**src/rtl/mem_pkg.sv**
```systemverilog
// Shared types and helpers for the load/store path and the instruction-fetch checker.
package mem_pkg;

  localparam logic [1:0] SIZE_BYTE = 2'b00;
  localparam logic [1:0] SIZE_HALF = 2'b01;
  localparam logic [1:0] SIZE_WORD = 2'b10;

  typedef enum logic [1:0] {
    IDLE,
    ACCESS,
    RESP
  } state_e;

  typedef struct packed {
    logic        write;
    logic [1:0]  size;
    logic        is_signed;
    logic [31:0] addr;
    logic [31:0] wdata;
  } mem_req_t;

  // Byte count of an access; the illegal encoding is rejected elsewhere.
  function automatic logic [2:0] size_bytes(input logic [1:0] size);
    logic [2:0] n;
    case (size)
      SIZE_BYTE: n = 3'd1;
      SIZE_HALF: n = 3'd2;
      default:   n = 3'd4;
    endcase
    return n;
  endfunction

  // Sign- or zero-extend right-justified load data to 32 bits.
  function automatic logic [31:0] extend_load(input logic [31:0] raw, input logic [1:0] size,
                                              input logic is_signed);
    logic [31:0] r;
    case (size)
      SIZE_BYTE: r = {{24{is_signed & raw[7]}}, raw[7:0]};
      SIZE_HALF: r = {{16{is_signed & raw[15]}}, raw[15:0]};
      default:   r = raw;
    endcase
    return r;
  endfunction

endpackage

```
**src/rtl/mem_access_ctrl_if.sv**
```systemverilog
// Request/response handshake between the MEM stage and the access controller.
interface mem_access_ctrl_if;

  logic        req_valid;
  logic        req_ready;
  logic        req_write;
  logic [1:0]  req_size;
  logic        req_signed;
  logic [31:0] req_addr;
  logic [31:0] req_wdata;

  logic        rsp_valid;
  logic        rsp_ready;
  logic [31:0] rsp_rdata;
  logic        rsp_fault;

  // Requester side (pipeline MEM stage).
  modport master (
    output req_valid, req_write, req_size, req_signed, req_addr, req_wdata, rsp_ready,
    input  req_ready, rsp_valid, rsp_rdata, rsp_fault
  );

  // Controller side.
  modport slave (
    input  req_valid, req_write, req_size, req_signed, req_addr, req_wdata, rsp_ready,
    output req_ready, rsp_valid, rsp_rdata, rsp_fault
  );

endinterface

```
**src/rtl/mem_align_check.sv**
```systemverilog
// Combinational alignment and range check for a sized byte-addressed access.
module mem_align_check
  import mem_pkg::*;
#(
  parameter int unsigned MEM_BYTES = 256
) (
  input  logic [1:0]  size_i,
  input  logic [31:0] addr_i,
  output logic        fault_o
);

  logic [32:0] end_addr;

  // 33-bit end address so accesses near 2^32 fault instead of wrapping.
  always_comb begin
    end_addr = {1'b0, addr_i} + {30'b0, size_bytes(size_i)};
    fault_o  = 1'b0;
    case (size_i)
      SIZE_BYTE: fault_o = 1'b0;
      SIZE_HALF: fault_o = addr_i[0];
      SIZE_WORD: fault_o = |addr_i[1:0];
      default:   fault_o = 1'b1;
    endcase
    if (end_addr > 33'(MEM_BYTES)) begin
      fault_o = 1'b1;
    end
  end

endmodule

```
**src/rtl/mem_access_ctrl.sv**
```systemverilog
// Load/store controller: one request at a time, one RAM cycle, extended response.
module mem_access_ctrl
  import mem_pkg::*;
#(
  parameter int unsigned MEM_BYTES = 256,
  parameter int unsigned FCNT_W    = 8
) (
  input  logic              clk,
  input  logic              reset_n,
  mem_access_ctrl_if.slave  bus,
  output logic              ram_rw,
  output logic [31:0]       ram_addr,
  output logic [31:0]       ram_din,
  output logic [1:0]        ram_size,
  input  logic [31:0]       ram_dout,
  output logic [FCNT_W-1:0] fault_count
);

  state_e            state_q, state_d;
  mem_req_t          req_q, req_d;
  logic [31:0]       rdata_q, rdata_d;
  logic              fault_q, fault_d;
  logic [FCNT_W-1:0] fcnt_q, fcnt_d;
  logic              align_fault;

  mem_align_check #(
    .MEM_BYTES(MEM_BYTES)
  ) u_align (
    .size_i (bus.req_size),
    .addr_i (bus.req_addr),
    .fault_o(align_fault)
  );

  // State and request/response registers.
  always_ff @(posedge clk or negedge reset_n) begin
    if (!reset_n) begin
      state_q         <= IDLE;
      req_q.write     <= 1'b0;
      req_q.size      <= SIZE_WORD;
      req_q.is_signed <= 1'b0;
      req_q.addr      <= '0;
      req_q.wdata     <= '0;
      rdata_q         <= '0;
      fault_q         <= 1'b0;
      fcnt_q          <= '0;
    end else begin
      state_q <= state_d;
      req_q   <= req_d;
      rdata_q <= rdata_d;
      fault_q <= fault_d;
      fcnt_q  <= fcnt_d;
    end
  end

  // Next-state: accept/check in IDLE, capture load data in ACCESS, hold in RESP.
  always_comb begin
    state_d = state_q;
    req_d   = req_q;
    rdata_d = rdata_q;
    fault_d = fault_q;
    fcnt_d  = fcnt_q;
    unique case (state_q)
      IDLE: begin
        if (bus.req_valid) begin
          if (align_fault) begin
            // req_q is left alone so the RAM address/data/size keep their last values.
            state_d = RESP;
            fault_d = 1'b1;
            rdata_d = '0;
            if (fcnt_q != {FCNT_W{1'b1}}) begin
              fcnt_d = fcnt_q + 1'b1;
            end
          end else begin
            state_d         = ACCESS;
            fault_d         = 1'b0;
            req_d.write     = bus.req_write;
            req_d.size      = bus.req_size;
            req_d.is_signed = bus.req_signed;
            req_d.addr      = bus.req_addr;
            req_d.wdata     = bus.req_wdata;
          end
        end
      end
      ACCESS: begin
        state_d = RESP;
        rdata_d = req_q.write ? 32'h0 : extend_load(ram_dout, req_q.size, req_q.is_signed);
      end
      RESP: begin
        if (bus.rsp_ready) begin
          state_d = IDLE;
        end
      end
      default: state_d = IDLE;
    endcase
  end

  // Outputs: write strobe is decoded from the state so reset kills it asynchronously.
  always_comb begin
    bus.req_ready = (state_q == IDLE);
    bus.rsp_valid = (state_q == RESP);
    bus.rsp_rdata = rdata_q;
    bus.rsp_fault = fault_q;
    ram_rw        = (state_q == ACCESS) && req_q.write;
    ram_addr      = req_q.addr;
    ram_din       = req_q.wdata;
    ram_size      = req_q.size;
    fault_count   = fcnt_q;
  end

endmodule

```
**src/flat_wrapper.sv**
```systemverilog
// flat-port wrapper written by rule: the top's interface ports become plain ports
module mem_access_ctrl_flat import mem_pkg::*;
#(
  parameter int unsigned MEM_BYTES = 256,
  parameter int unsigned FCNT_W    = 8
)
  (clk, reset_n, ram_rw, ram_addr, ram_din, ram_size, ram_dout, fault_count, bus_req_valid, bus_req_write, bus_req_size, bus_req_signed, bus_req_addr, bus_req_wdata, bus_rsp_ready, bus_req_ready, bus_rsp_valid, bus_rsp_rdata, bus_rsp_fault);
  mem_access_ctrl_if bus_i ();
  input  logic clk;
  input  logic reset_n;
  output logic ram_rw;
  output logic [31:0] ram_addr;
  output logic [31:0] ram_din;
  output logic [1:0] ram_size;
  input  logic [31:0] ram_dout;
  output logic [FCNT_W-1:0] fault_count;
  input wire logic [$bits(bus_i.req_valid)-1:0] bus_req_valid;
  input wire logic [$bits(bus_i.req_write)-1:0] bus_req_write;
  input wire logic [$bits(bus_i.req_size)-1:0] bus_req_size;
  input wire logic [$bits(bus_i.req_signed)-1:0] bus_req_signed;
  input wire logic [$bits(bus_i.req_addr)-1:0] bus_req_addr;
  input wire logic [$bits(bus_i.req_wdata)-1:0] bus_req_wdata;
  input wire logic [$bits(bus_i.rsp_ready)-1:0] bus_rsp_ready;
  output wire logic [$bits(bus_i.req_ready)-1:0] bus_req_ready;
  output wire logic [$bits(bus_i.rsp_valid)-1:0] bus_rsp_valid;
  output wire logic [$bits(bus_i.rsp_rdata)-1:0] bus_rsp_rdata;
  output wire logic [$bits(bus_i.rsp_fault)-1:0] bus_rsp_fault;
  assign bus_i.req_valid = bus_req_valid;
  assign bus_i.req_write = bus_req_write;
  assign bus_i.req_size = bus_req_size;
  assign bus_i.req_signed = bus_req_signed;
  assign bus_i.req_addr = bus_req_addr;
  assign bus_i.req_wdata = bus_req_wdata;
  assign bus_i.rsp_ready = bus_rsp_ready;
  assign bus_req_ready = bus_i.req_ready;
  assign bus_rsp_valid = bus_i.rsp_valid;
  assign bus_rsp_rdata = bus_i.rsp_rdata;
  assign bus_rsp_fault = bus_i.rsp_fault;
  mem_access_ctrl #(.MEM_BYTES(MEM_BYTES), .FCNT_W(FCNT_W)) u_core (.clk(clk), .reset_n(reset_n), .bus(bus_i), .ram_rw(ram_rw), .ram_addr(ram_addr), .ram_din(ram_din), .ram_size(ram_size), .ram_dout(ram_dout), .fault_count(fault_count));
endmodule
```
**config.mk**
```make
export PLATFORM = sky130hd
export DESIGN_NAME = mem_access_ctrl_flat
export DESIGN_NICKNAME = d
export VERILOG_FILES = /design/src/rtl/mem_pkg.sv /design/src/rtl/mem_access_ctrl_if.sv /design/src/rtl/mem_align_check.sv /design/src/rtl/mem_access_ctrl.sv /design/src/flat_wrapper.sv
export SDC_FILE = /design/constraint.sdc
export NUM_CORES = 1
export LEC_CHECK = 0
export CORE_MARGIN = 1
export CORE_UTILIZATION = 48
export DETAILED_ROUTE_END_ITERATION = 8
export GPL_ROUTABILITY_DRIVEN = 0
export PLACE_DENSITY = 0.95
export SYNTH_ARGS = -nofsm -noshare
export SYNTH_HDL_FRONTEND = slang
export SYNTH_SLANG_ARGS = --single-unit
export TNS_END_PERCENT = 50
```
**constraint.sdc**
```tcl
create_clock -name clk -period 3.7 [get_ports clk]
set_clock_uncertainty 0.1 [all_clocks]
set_input_delay 1.11 -clock clk [delete_from_list [all_inputs] [get_ports clk]]
set_output_delay 1.11 -clock clk [all_outputs]
set_load 0.01 [all_outputs]
```
==> summary.md <==
| Metric | Value |
|---|---|
| Status | complete, but fails checks |
| Failing checks | negative setup slack |
| Setup WS post-layout | -0.3258 ns |
| Yosys reg bits | 111 |
| Internal | 0.002066 W |
| Fin. max-slew vios | 0 |
| Port Buffer Count | 213 |
| Cell variety after synth | 52 |
| Peak VDD IR | 225.9 uV |
| DR iter-0 viols | 456 |
| Crit-path max FO | 7 |
| Count leader, synth | dfrtp_1 |
| Lkg Pwr | 4.220 nW |
| CP Data Required Time | 3.84 ns |
| Fillcell total | 632 |
| Yosys top cell area share | 49.00% |
| Fmax | 248.4 MHz |
| Period minus WS final | 4.026 ns |
| Endpoints failing setup | 108 |
| Die Area | 12140 um^2 |
| Overall Global Routing Usage | 27.48% |
| Starting Density | 49.20% |
| Core Util, Final | 79.09% |
| P per Cell Area | 312.6 nW/um^2 |
| CP endpoint kind | flip-flop |
| Clock latency on the worst-skew pair | 0.36 ns |
| Mapped Avg Cell Area | 11.15 um^2 |
| Min-delay worst type | reg2reg |
| Height of the die | 110.2 um |
| IO Pins | 214 |
| Core area | 11420 um^2 |
| Clock share of power | 36.7% |
| Setup CP Type | in2reg |
| Relative slew slack | 19.29% |
| Share of power burned in registers | 45.7% |
| Via Count | 5243 |
| Leading area contributor after synthesis | dfrtp_1 |
| H-tree depth | 3 |
| Fin crit share | 108.8% |
| Total power | 0.002823 W |
| HPWL after detailed placement | 12.10 mm |
| Synth top area cells | dfrtp_1 49%, buf_4 9.4%, mux2_1 9.0%, a22o_1 5.0%, and2_1 2.9% |
| Routed wire length | 20.52 mm |
| Critical-path cell list | buf_8, nor2b_4, buf_6, fa_2, a21oi_4, buf_4, nor4_4, nor4_1, a41oi_1, a2111o_1, nor3_4, nand3_4, buf_12, clkbuf_16, mux2_1 |
| First-pass GRT wire length | 24.98 mm |
| Psw | 0.0007566 W |
| Avg WL per Cell | 23.26 um |
| WP data arrival | 4.17 ns |
| Tightest Pin Transition | 1.208 ns |
| Worst path slowest cell | a2111o_1 |
| Vias in the first global route | 4908 |
| Mapped Cells | 504 |
| Comb pwr share | 17.6% |
| Final hold vios | 0 |
| Crit path max-delay family | simple AND/OR/NAND/NOR gates |
| CTS tree | built |
| Delay of the slowest critical-path stage | 0.42 ns |
| Buf+Inv Stages, Crit Path | 5 |
| Async set-or-reset flop fraction in the synthesized netlist | 100.0% |
| Post-synth EDFFs | 0 |
| Worst setup SP type | input pin |
| Sw Ratio | 26.80% |
| CTS root buffer | clkbuf_16 |
| Clk pin slew, worst setup/hold paths | 0.08 ns |
| Syn Std Cell Area | 5618 um^2 |
| RSZ-0062 raised after global routing | true |
| Layout cells sized above 1 | 27.37% |
| Drt first pass iters | 5 |
| Clock Sinks | 111 |
| Drt drc | 0 |
| Synth-to-Final Area Change | 60.76% |
| Sequential-to-total area share from yosys stat | 49.47% |
| Most used flip-flop cell after synthesis | dfrtp_1 |
| Vias per cell | 5.944 |
| TritonCTS buffer count | 9 |
| Maxcap violations | 0 |
| Final ANT Viol Nets | 0 |
| GRT overflow | 0 |
| Post-synth top cells | 110 x dfrtp_1, 70 x buf_4, 45 x mux2_1, 32 x a22o_1, 26 x and2_1 |
| Antenna violations before repair | 1 |
| Die width | 110.2 um |
| Clock Path Buffers | 2 |
| Row count | 39 |
| Syn Nets | 613 |
| Largest net degree at the start of global routing | 72 |
| # nets final | 842 |
| Synth warnings | 0 |
## final cells by class
cell class / count / area, um^2 / share of cell area (%)
Clock buffer: 9 / 225.2 / 2.494
Sequential cell: 111 / 2779 / 30.77
Clock inverter: 7 / 88.84 / 0.9837
Timing Repair Buffer: 304 / 3109 / 34.43
Tap cell: 143 / 178.9 / 1.981
Inverter: 5 / 18.77 / 0.2078
Multi-Input combinational cell: 302 / 2629 / 29.11
Antenna cell: 1 / 2.502 / 0.02771
## placed cells by master (no fill, tap or decap), types with 12 or more instances in the layout
cell             count
a22o_1              32
and2_1              12
and2_4              14
buf_4               64
clkbuf_16           16
clkdlybuf4s50_1    200
dfrtp_1            110
mux2_4              41
nand2_1             22
nand2b_1            17
nand3_1             13
nor2_1              12
o21ai_0             17
## flip-flops by register name, summed over array words and instances (netlist names)
signal	count
u_core.fault_count	8
u_core.bus.rsp_fault	1
u_core.ram_addr	32
u_core.ram_size	2
u_core.state_q	2
u_core.ram_din	32
u_core.bus.rsp_rdata	32
u_core.req_q	2
## worst paths after layout
check                               startpoint                        to  slack [ns]  cells after the start
min in group asynchronous              reset_n        u_core.ram_din[17]        0.63                      1
setup / recovery               bus_req_size[0]        u_core.ram_din[22]       -0.33                     15
max in group asynchronous              reset_n        u_core.ram_size[1]        2.06                      2
hold reg to reg            u_core.ram_addr[25]       u_core.ram_addr[25]        0.39                      1
setup reg to reg             u_core.state_q[0]  u_core.bus.rsp_rdata[30]        1.36                      4
hold / removal             u_core.ram_addr[25]       u_core.ram_addr[25]        0.39                      1
## through the flow
| stage | hold slack, ns | cell area [um^2] | cells | TNS (ns) | setup WS, ns |
|---|---|---|---|---|---|
| 6_report | 0.3927 | 9031 | 882 | -22.35 | -0.3258 |
| 4_1_cts | 0.3922 | 8469 | 864 | -10.51 | -0.1834 |
| 3_3_place_gp | 0.3678 | 7938 | 839 | -89.50 | -0.8868 |
| 2_1_floorplan | 0.3548 | 5718 | 504 | -30.25 | -0.3740 |
| 5_1_grt | 0.3964 | 9031 | 882 | -29.88 | -0.3876 |
| 3_5_place_dp | 0.3698 | 7938 | 839 | -101.17 | -0.9958 |
## repair_timing
action	in CTS	in global routing
cloned	3	11
endpoints found under the setup margin	111	110
resized for setup	48	80
buffers inserted	6	7
hold buffers	0	0
pin swaps	39	24
## power groups by stage
stage / clock (W) / combinational, W / sequential, W
final: 0.00103 / 0.000497 / 0.00129
after global routing: 0.00109 / 0.000531 / 0.00130
after CTS: 0.00102 / 0.000477 / 0.00129
after detailed placement: 0 / 0.000433 / 0.00131
after global placement: 0 / 0.000418 / 0.00131
after floorplan: 0 / 0.000123 / 0.00132
## per-layer routing
layer / global-route usage [%] / up-vias / wire (um)
met5: 0 / - / 0
met1: 29.61 / 2588 / 7396
met2: 50.67 / 346 / 10440
met4: 13.25 / 0 / 957
li1: - / 2213 / -
met3: 6.173 / 96 / 1725
## logic make-up after synthesis
kind of cell	after synthesis	synth area share [%]
simple gates	150	15.57
flops	111	49.47
buf+inv	91	10.85
compound gates	84	10.89
mux	50	9.956
xor+xnor	13	2.027
fa+ha+maj	5	1.247
No activity file was read; power rests on OpenSTA's default activity.
